===== src/rtl/bcd_conversion_scheduler_pkg.sv =====
// Shared types and constants for the BCD conversion scheduler: FSM state
// encoding, digit geometry, channel-index width and the add-3 digit correction.
package bcd_conversion_scheduler_pkg;

   typedef enum logic [1:0] {
      ST_IDLE  = 2'd0,
      ST_SHIFT = 2'd1,
      ST_DONE  = 2'd2
   } bcd_state_t;

   localparam int BCD_DIGITS          = 3;
   localparam int DIGIT_WIDTH         = 4;
   localparam int MAX_INPUT_BIT_WIDTH = 9;
   localparam int MAX_REQUESTERS      = 8;

   function automatic int chan_idx_width(input int n);
      return (n > 1) ? $clog2(n) : 1;
   endfunction

   // Double-dabble correction applied to each digit before every shift.
   function automatic logic [DIGIT_WIDTH-1:0] bcd_adjust(input logic [DIGIT_WIDTH-1:0] d);
      return (d >= 4'd5) ? (d + 4'd3) : d;
   endfunction

endpackage


===== src/rtl/bcd_conversion_scheduler_if.sv =====
// Request/response bundle of the BCD conversion scheduler; the scheduler is
// the slave, producers/consumers (or a bench) drive the master side.
interface bcd_conversion_scheduler_if
   import bcd_conversion_scheduler_pkg::*;
#(
   parameter int INPUT_BIT_WIDTH = 8,
   parameter int REQUESTERS      = 4
);
   localparam int IDX_W = chan_idx_width(REQUESTERS);

   logic [REQUESTERS-1:0]                 ReqValid;
   logic [REQUESTERS*INPUT_BIT_WIDTH-1:0] ReqData;
   logic [REQUESTERS-1:0]                 ReqReady;
   logic                                  RespValid;
   logic                                  RespReady;
   logic [IDX_W-1:0]                      RespChannel;
   logic [DIGIT_WIDTH-1:0]                Digit2;
   logic [DIGIT_WIDTH-1:0]                Digit1;
   logic [DIGIT_WIDTH-1:0]                Digit0;
   logic                                  Busy;

   modport master (
      output ReqValid, ReqData, RespReady,
      input  ReqReady, RespValid, RespChannel, Digit2, Digit1, Digit0, Busy
   );

   modport slave (
      input  ReqValid, ReqData, RespReady,
      output ReqReady, RespValid, RespChannel, Digit2, Digit1, Digit0, Busy
   );

endinterface


===== src/rtl/bcd_request_arbiter.sv =====
// Combinational request arbiter: fixed lowest-index priority, or rotating
// priority starting at pointer_s when BCD_SCHED_ROUND_ROBIN_EN is defined.
module bcd_request_arbiter
   import bcd_conversion_scheduler_pkg::*;
#(
   parameter int REQUESTERS = 4
)
(
   input  logic [REQUESTERS-1:0]                 req_valid_s,
`ifdef BCD_SCHED_ROUND_ROBIN_EN
   input  logic [chan_idx_width(REQUESTERS)-1:0] pointer_s,
`endif
   output logic [REQUESTERS-1:0]                 grant_s,
   output logic [chan_idx_width(REQUESTERS)-1:0] grant_idx_s,
   output logic                                  grant_any_s
);
   localparam int IDX_W = chan_idx_width(REQUESTERS);

   int   cand_s;
   logic hit_s;

   if (REQUESTERS < 1 || REQUESTERS > MAX_REQUESTERS) begin : g_bad_requesters
      $error("bcd_request_arbiter: REQUESTERS must be in 1..8");
   end

   // Scan channels in priority order; the first asserted one wins.
   always_comb begin
      grant_s     = {REQUESTERS{1'b0}};
      grant_idx_s = {IDX_W{1'b0}};
      grant_any_s = 1'b0;
      hit_s       = 1'b0;
      cand_s      = 0;
      for (int i = 0; i < REQUESTERS; i++) begin
`ifdef BCD_SCHED_ROUND_ROBIN_EN
         cand_s = int'(pointer_s) + i;
         cand_s = (cand_s >= REQUESTERS) ? (cand_s - REQUESTERS) : cand_s;
`else
         cand_s = i;
`endif
         hit_s           = !grant_any_s && req_valid_s[cand_s];
         grant_s[cand_s] = grant_s[cand_s] | hit_s;
         grant_idx_s     = hit_s ? IDX_W'(cand_s) : grant_idx_s;
         grant_any_s     = grant_any_s | hit_s;
      end
   end

endmodule


===== src/rtl/bcd_conversion_scheduler.sv =====
// Shared sequential binary-to-BCD (double-dabble) converter with arbitrated
// requesters. Define BCD_SCHED_ROUND_ROBIN_EN for round-robin arbitration.
module bcd_conversion_scheduler
   import bcd_conversion_scheduler_pkg::*;
#(
   parameter int INPUT_BIT_WIDTH = 8,
   parameter int REQUESTERS      = 4
)
(
   input logic                       Clk,
   input logic                       nReset,
   bcd_conversion_scheduler_if.slave bus
);
   localparam int IDX_W   = chan_idx_width(REQUESTERS);
   localparam int CNT_W   = chan_idx_width(INPUT_BIT_WIDTH);
   localparam int SHIFT_W = BCD_DIGITS*DIGIT_WIDTH + INPUT_BIT_WIDTH;

   if (INPUT_BIT_WIDTH < 1 || INPUT_BIT_WIDTH > MAX_INPUT_BIT_WIDTH) begin : g_bad_width
      $error("bcd_conversion_scheduler: INPUT_BIT_WIDTH must be in 1..9");
   end

   bcd_state_t                               state_r;
   bcd_state_t                               state_nxt_s;
   logic [CNT_W-1:0]                         cnt_r;
   logic [INPUT_BIT_WIDTH-1:0]               operand_r;
   logic [BCD_DIGITS-1:0][DIGIT_WIDTH-1:0]   digit_r;
   logic [IDX_W-1:0]                         chan_r;
   logic [BCD_DIGITS-1:0][DIGIT_WIDTH-1:0]   adj_s;
   logic [SHIFT_W-1:0]                       shift_s;
   logic [INPUT_BIT_WIDTH-1:0]               operand_sel_s;
   logic [REQUESTERS-1:0]                    grant_s;
   logic [IDX_W-1:0]                         grant_idx_s;
   logic                                     grant_any_s;
   logic [REQUESTERS-1:0]                    req_ready_s;

`ifdef BCD_SCHED_ROUND_ROBIN_EN
   logic [IDX_W-1:0] ptr_r;
`endif

   bcd_request_arbiter #(
      .REQUESTERS (REQUESTERS)
   ) u_arbiter (
      .req_valid_s (bus.ReqValid),
`ifdef BCD_SCHED_ROUND_ROBIN_EN
      .pointer_s   (ptr_r),
`endif
      .grant_s     (grant_s),
      .grant_idx_s (grant_idx_s),
      .grant_any_s (grant_any_s)
   );

   // Next-state logic of the IDLE/SHIFT/DONE controller.
   always_comb begin
      state_nxt_s = state_r;
      case (state_r)
         ST_IDLE:  state_nxt_s = grant_any_s ? ST_SHIFT : ST_IDLE;
         ST_SHIFT: state_nxt_s = (cnt_r == {CNT_W{1'b0}}) ? ST_DONE : ST_SHIFT;
         ST_DONE:  state_nxt_s = bus.RespReady ? ST_IDLE : ST_DONE;
         default:  state_nxt_s = ST_IDLE;
      endcase
   end

   // Add-3 correction then one-bit left shift of {digits, operand}.
   always_comb begin
      adj_s = {(BCD_DIGITS*DIGIT_WIDTH){1'b0}};
      for (int d = 0; d < BCD_DIGITS; d++) begin
         adj_s[d] = bcd_adjust(digit_r[d]);
      end
      shift_s       = {adj_s, operand_r} << 1'b1;
      operand_sel_s = bus.ReqData[int'(grant_idx_s)*INPUT_BIT_WIDTH +: INPUT_BIT_WIDTH];
   end

   // Grants are only visible while idle and out of reset.
   always_comb begin
      if (nReset && (state_r == ST_IDLE)) begin
         req_ready_s = grant_s;
      end else begin
         req_ready_s = {REQUESTERS{1'b0}};
      end
   end

   // Controller state, bit counter and conversion datapath.
   always_ff @(posedge Clk) begin
      if (!nReset) begin
         state_r   <= ST_IDLE;
         cnt_r     <= {CNT_W{1'b0}};
         operand_r <= {INPUT_BIT_WIDTH{1'b0}};
         digit_r   <= {(BCD_DIGITS*DIGIT_WIDTH){1'b0}};
         chan_r    <= {IDX_W{1'b0}};
      end else begin
         state_r <= state_nxt_s;
         case (state_r)
            ST_IDLE: begin
               if (grant_any_s) begin
                  operand_r <= operand_sel_s;
                  digit_r   <= {(BCD_DIGITS*DIGIT_WIDTH){1'b0}};
                  chan_r    <= grant_idx_s;
                  cnt_r     <= CNT_W'(INPUT_BIT_WIDTH - 1);
               end
            end
            ST_SHIFT: begin
               {digit_r, operand_r} <= shift_s;
               cnt_r <= (cnt_r == {CNT_W{1'b0}}) ? {CNT_W{1'b0}} : (cnt_r - CNT_W'(1));
            end
            ST_DONE: begin
               cnt_r <= cnt_r;
            end
            default: begin
               cnt_r <= {CNT_W{1'b0}};
            end
         endcase
      end
   end

`ifdef BCD_SCHED_ROUND_ROBIN_EN
   // Rotating priority pointer advances past the channel just served.
   always_ff @(posedge Clk) begin
      if (!nReset) begin
         ptr_r <= {IDX_W{1'b0}};
      end else if ((state_r == ST_DONE) && bus.RespReady) begin
         ptr_r <= (chan_r == IDX_W'(REQUESTERS - 1)) ? {IDX_W{1'b0}} : (chan_r + IDX_W'(1));
      end
   end
`endif

   assign bus.ReqReady    = req_ready_s;
   assign bus.RespValid   = (state_r == ST_DONE);
   assign bus.Busy        = (state_r == ST_SHIFT) || (state_r == ST_DONE);
   assign bus.RespChannel = chan_r;
   assign bus.Digit2      = digit_r[2];
   assign bus.Digit1      = digit_r[1];
   assign bus.Digit0      = digit_r[0];

endmodule


===== src/flat_wrapper.sv =====
// flat-port wrapper written by rule: the top's interface ports become plain ports
module bcd_conversion_scheduler_flat import bcd_conversion_scheduler_pkg::*;
#(
   parameter int INPUT_BIT_WIDTH = 8,
   parameter int REQUESTERS      = 4
)
  (Clk, nReset, bus_ReqValid, bus_ReqData, bus_RespReady, bus_ReqReady, bus_RespValid, bus_RespChannel, bus_Digit2, bus_Digit1, bus_Digit0, bus_Busy);
  bcd_conversion_scheduler_if #(.INPUT_BIT_WIDTH(INPUT_BIT_WIDTH), .REQUESTERS(REQUESTERS)) bus_i ();
  input logic Clk;
  input logic nReset;
  input wire logic [$bits(bus_i.ReqValid)-1:0] bus_ReqValid;
  input wire logic [$bits(bus_i.ReqData)-1:0] bus_ReqData;
  input wire logic [$bits(bus_i.RespReady)-1:0] bus_RespReady;
  output wire logic [$bits(bus_i.ReqReady)-1:0] bus_ReqReady;
  output wire logic [$bits(bus_i.RespValid)-1:0] bus_RespValid;
  output wire logic [$bits(bus_i.RespChannel)-1:0] bus_RespChannel;
  output wire logic [$bits(bus_i.Digit2)-1:0] bus_Digit2;
  output wire logic [$bits(bus_i.Digit1)-1:0] bus_Digit1;
  output wire logic [$bits(bus_i.Digit0)-1:0] bus_Digit0;
  output wire logic [$bits(bus_i.Busy)-1:0] bus_Busy;
  assign bus_i.ReqValid = bus_ReqValid;
  assign bus_i.ReqData = bus_ReqData;
  assign bus_i.RespReady = bus_RespReady;
  assign bus_ReqReady = bus_i.ReqReady;
  assign bus_RespValid = bus_i.RespValid;
  assign bus_RespChannel = bus_i.RespChannel;
  assign bus_Digit2 = bus_i.Digit2;
  assign bus_Digit1 = bus_i.Digit1;
  assign bus_Digit0 = bus_i.Digit0;
  assign bus_Busy = bus_i.Busy;
  bcd_conversion_scheduler #(.INPUT_BIT_WIDTH(INPUT_BIT_WIDTH), .REQUESTERS(REQUESTERS)) u_core (.Clk(Clk), .nReset(nReset), .bus(bus_i));
endmodule

===== config.mk =====
export PLATFORM = sky130hd
export DESIGN_NAME = bcd_conversion_scheduler_flat
export DESIGN_NICKNAME = d
export VERILOG_FILES = /design/src/rtl/bcd_conversion_scheduler_pkg.sv /design/src/rtl/bcd_conversion_scheduler_if.sv /design/src/rtl/bcd_request_arbiter.sv /design/src/rtl/bcd_conversion_scheduler.sv /design/src/flat_wrapper.sv
export SDC_FILE = /design/constraint.sdc
export NUM_CORES = 1
export LEC_CHECK = 0
export ABC_AREA = 1
export CORE_AREA = 10 10 79 81
export CTS_CLUSTER_SIZE = 24
export DETAILED_ROUTE_END_ITERATION = 16
export DIE_AREA = 0 0 89 91
export GPL_TIMING_DRIVEN = 0
export HOLD_SLACK_MARGIN = 0.05
export PLACE_DENSITY = 0.75
export SETUP_SLACK_MARGIN = 0.05
export SLEW_MARGIN = 20
export SYNTH_ARGS = -nofsm -noshare
export SYNTH_HDL_FRONTEND = slang
export SYNTH_SLANG_ARGS = --single-unit
export TNS_END_PERCENT = 10

===== constraint.sdc =====
create_clock -name Clk -period 1.35 [get_ports Clk]
set_clock_uncertainty 0.05 [all_clocks]
set_input_delay 0.27 -clock Clk [delete_from_list [all_inputs] [get_ports Clk]]
set_output_delay 0.27 -clock Clk [all_outputs]
set_load 0.02 [all_outputs]

==> flow_summary.ini <==
[timing]
maxSlewViolCount = 0
min_period_ns = 1.62
fmax_mhz = 616
worst_slew_pin_slew_ns = 0.644
setup_viol = 30
relSlewSlack = 0.571
rsz0062_at_grt = true
final.period_utilization = 1.20
hold_violations = 0
hold_slack_ns = 0.422
setup_ws_ns = -0.273

[grt]
busiest_layer = met2
grt_overflow = 0
grt_use_met3 = 0.0447
antenna_found_initial = 0
grt_pass1_vias = 1999
grt_pass1_wl_microns = 9000
use_met1 = 0.150
grt_max_degree = 17
globalRouteTotalUtil = 0.132
met2_usage = 0.231

[die]
dieWidth_microns = 89
die_h_microns = 91
start_util = 0.421
row_count = 25
core_sq_mm = 0.00466
io_pins = 59
die-area_sq_mm = 0.00810

[synth]
synth_edf_count = 0
synth.yosys.seq_area_share = 0.276
synth_simple_gate_area_frac = 0.302
syn_inst = 298
synthFlopType = dfxtp_1
synth-compound-area-share = 0.187
synth_cell_types = 33
yosys.area_share.xor_xnor = 0.0223
synth_fp_nets = 347
synth_largest_area_cell = dfxtp_1
yosys-top-cells-area = dfxtp_1, nand2_1, inv_1
async_reset_ff_frac = 0
ys_seq_elements = 27
synth_top_family_by_area = simple AND/OR/NAND/NOR gates
syn_avg_cell_area_sq_um = 6.58
muxShareOfSynthArea = 0
yosys.area_share.adder = 0.0638
netlist_area_sq_mm = 0.00196
yosysWarningCount = 0
yosysTopAreaCellShare = 0.276

[run]
maxCapViolCount = 0

[pwr]
power.leakage_uw = 0.00130
vdd_drop_max_uv = 432
p_total_uw = 2750
p_per_area_mw_per_mm2 = 965

[finish]
regArea_sq_um = 569
nets = 419
fin_cells = 423
final_core_util = 0.611
syn2layout_area_growth_pct = 45.2
final_common_cell = nand2_1
layout_common_cells = nand2_1, inv_1, clkdlybuf4s50_1
multi_input_area_sq_mm = 0.00121
drive_gt1_frac = 0.274
n_fill_cell = 433
antenna_cells = 0

[min_path]
hold_path_class = register to register

[clock_network]
clk_pin_slew_ns = 0.10
clockBufferDepth = 2
cts_sinks = 27
cts_tree = built
cts_inserted_buffers = 3
ctsHoldBuffers = 0
worstSkewPairLatency_ns = 0.28
cts-root-buf = clkbuf_8
htreeDepth = 1

[setup_path]
endpoint_kind = output port
worst_ep_arrival_time_ns = 1.30
cp_max_fo = 4
critical_path_required_ns = 1.03
path_class = register to output port
start_kind = register

[placement]
portBuffers = 58
gp_congestion = 0.859
dp_hpwl_microns = 4230
dp.cells = 410

[routing]
route.vias.total = 2052
routed_wl_microns = 5370
drt_pass1_iterations = 6
avgRoutedWirePerCell_microns = 12.7
first_iter_violations = 64
ant_nets = 0
drc_errors = 0
viasPerCell = 4.85

[run_status]
status = complete, but fails checks
violations = setup timing
-- report_power, final --
group	internal, uW	leakage, uW	switching (uW)
Combinational	580	0.00105	698
Sequential	903	0.000228	81.4
Clock	210	0.0000217	275
Total	1690	0.00130	1050
-- flip-flops by register name, summed over array words and instances, names as in the netlist --
| register | count |
|---|---|
| u_core.state_r | 2 |
| u_core.bus.RespChannel | 2 |
| u_core.operand_r | 8 |
| u_core.bus.Digit1 | 4 |
| u_core.bus.Digit0 | 4 |
| u_core.cnt_r | 3 |
| u_core.bus.Digit2 | 4 |
-- repair_timing --
item | in CTS | in global routing
endpoints found under the setup margin | 46 | 44
resized for setup | 92 | 21
setup buffers | 8 | 1
pin swaps | 7 | 1
-- synth_stat cells (all sizes together) (3+ instances only) --
cell type	count
nand2	70
inv	57
nand3	29
a21oi	27
dfxtp	27
nor2	27
o21ai	24
ha	10
buf	7
xor2	4
a31oi	3
-- routing by layer --
metal	wire length, microns	vias to the layer above
met5	0	-
met4	57	0
met3	402	7
met2	2560	52
met1	2350	906
li1	-	1087
-- final cells by class --
type                       count  area share
sequential                    27       0.200
clock buffer                   3      0.0145
inverter                      57      0.0813
tap                           54      0.0237
timing repair buffer          67       0.218
buffer                         9      0.0334
clock inverter                 1     0.00264
multi-input combinational    205       0.427
-- metrics by stage --
step | setup slack (ns) | setup TNS (ns) | area (sq um)
global placement | -1.02 | -16.64 | 2690
floorplan | -0.0919 | -1.01 | 2040
finish | -0.273 | -4.15 | 2850
CTS | -0.282 | -4.15 | 2850
detailed placement | -0.995 | -16.97 | 2690
global route | -0.331 | -6.23 | 2850
-- critical path: stages, from the launching register on --
cell and delay, ns:
dfxtp_4 0.37, inv_4 0.06, ha_4 0.14, nand2_4 0.07
nor4_4 0.21, buf_4 0.18
-- cells by family (layout without fill, tap and decap cells) --
| kind of cell | count (synthesis) | after routing |
|---|---|---|
| DFF | 27 | 27 |
| AOI/OAI and AO/OA | 58 | 58 |
| xor gates and xnor gates | 5 | 5 |
| adders and majority gates | 10 | 10 |
| buffers and inverters | 66 | 137 |
| and+or+nand+nor | 132 | 132 |
-- worst paths after layout --
kind / startpoint / to / slack (ns) / cells after the start
setup reg to reg: u_core.state_r[0] / u_core.operand_r[6] / -0.20 / 10
hold / removal: u_core.operand_r[7] / u_core.bus.Digit0[0] / 0.42 / 2
hold reg to reg: u_core.operand_r[7] / u_core.bus.Digit0[0] / 0.42 / 2
setup / recovery: u_core.state_r[0] / bus_ReqReady[2] / -0.27 / 5
Power figures use the tool's default switching activity.
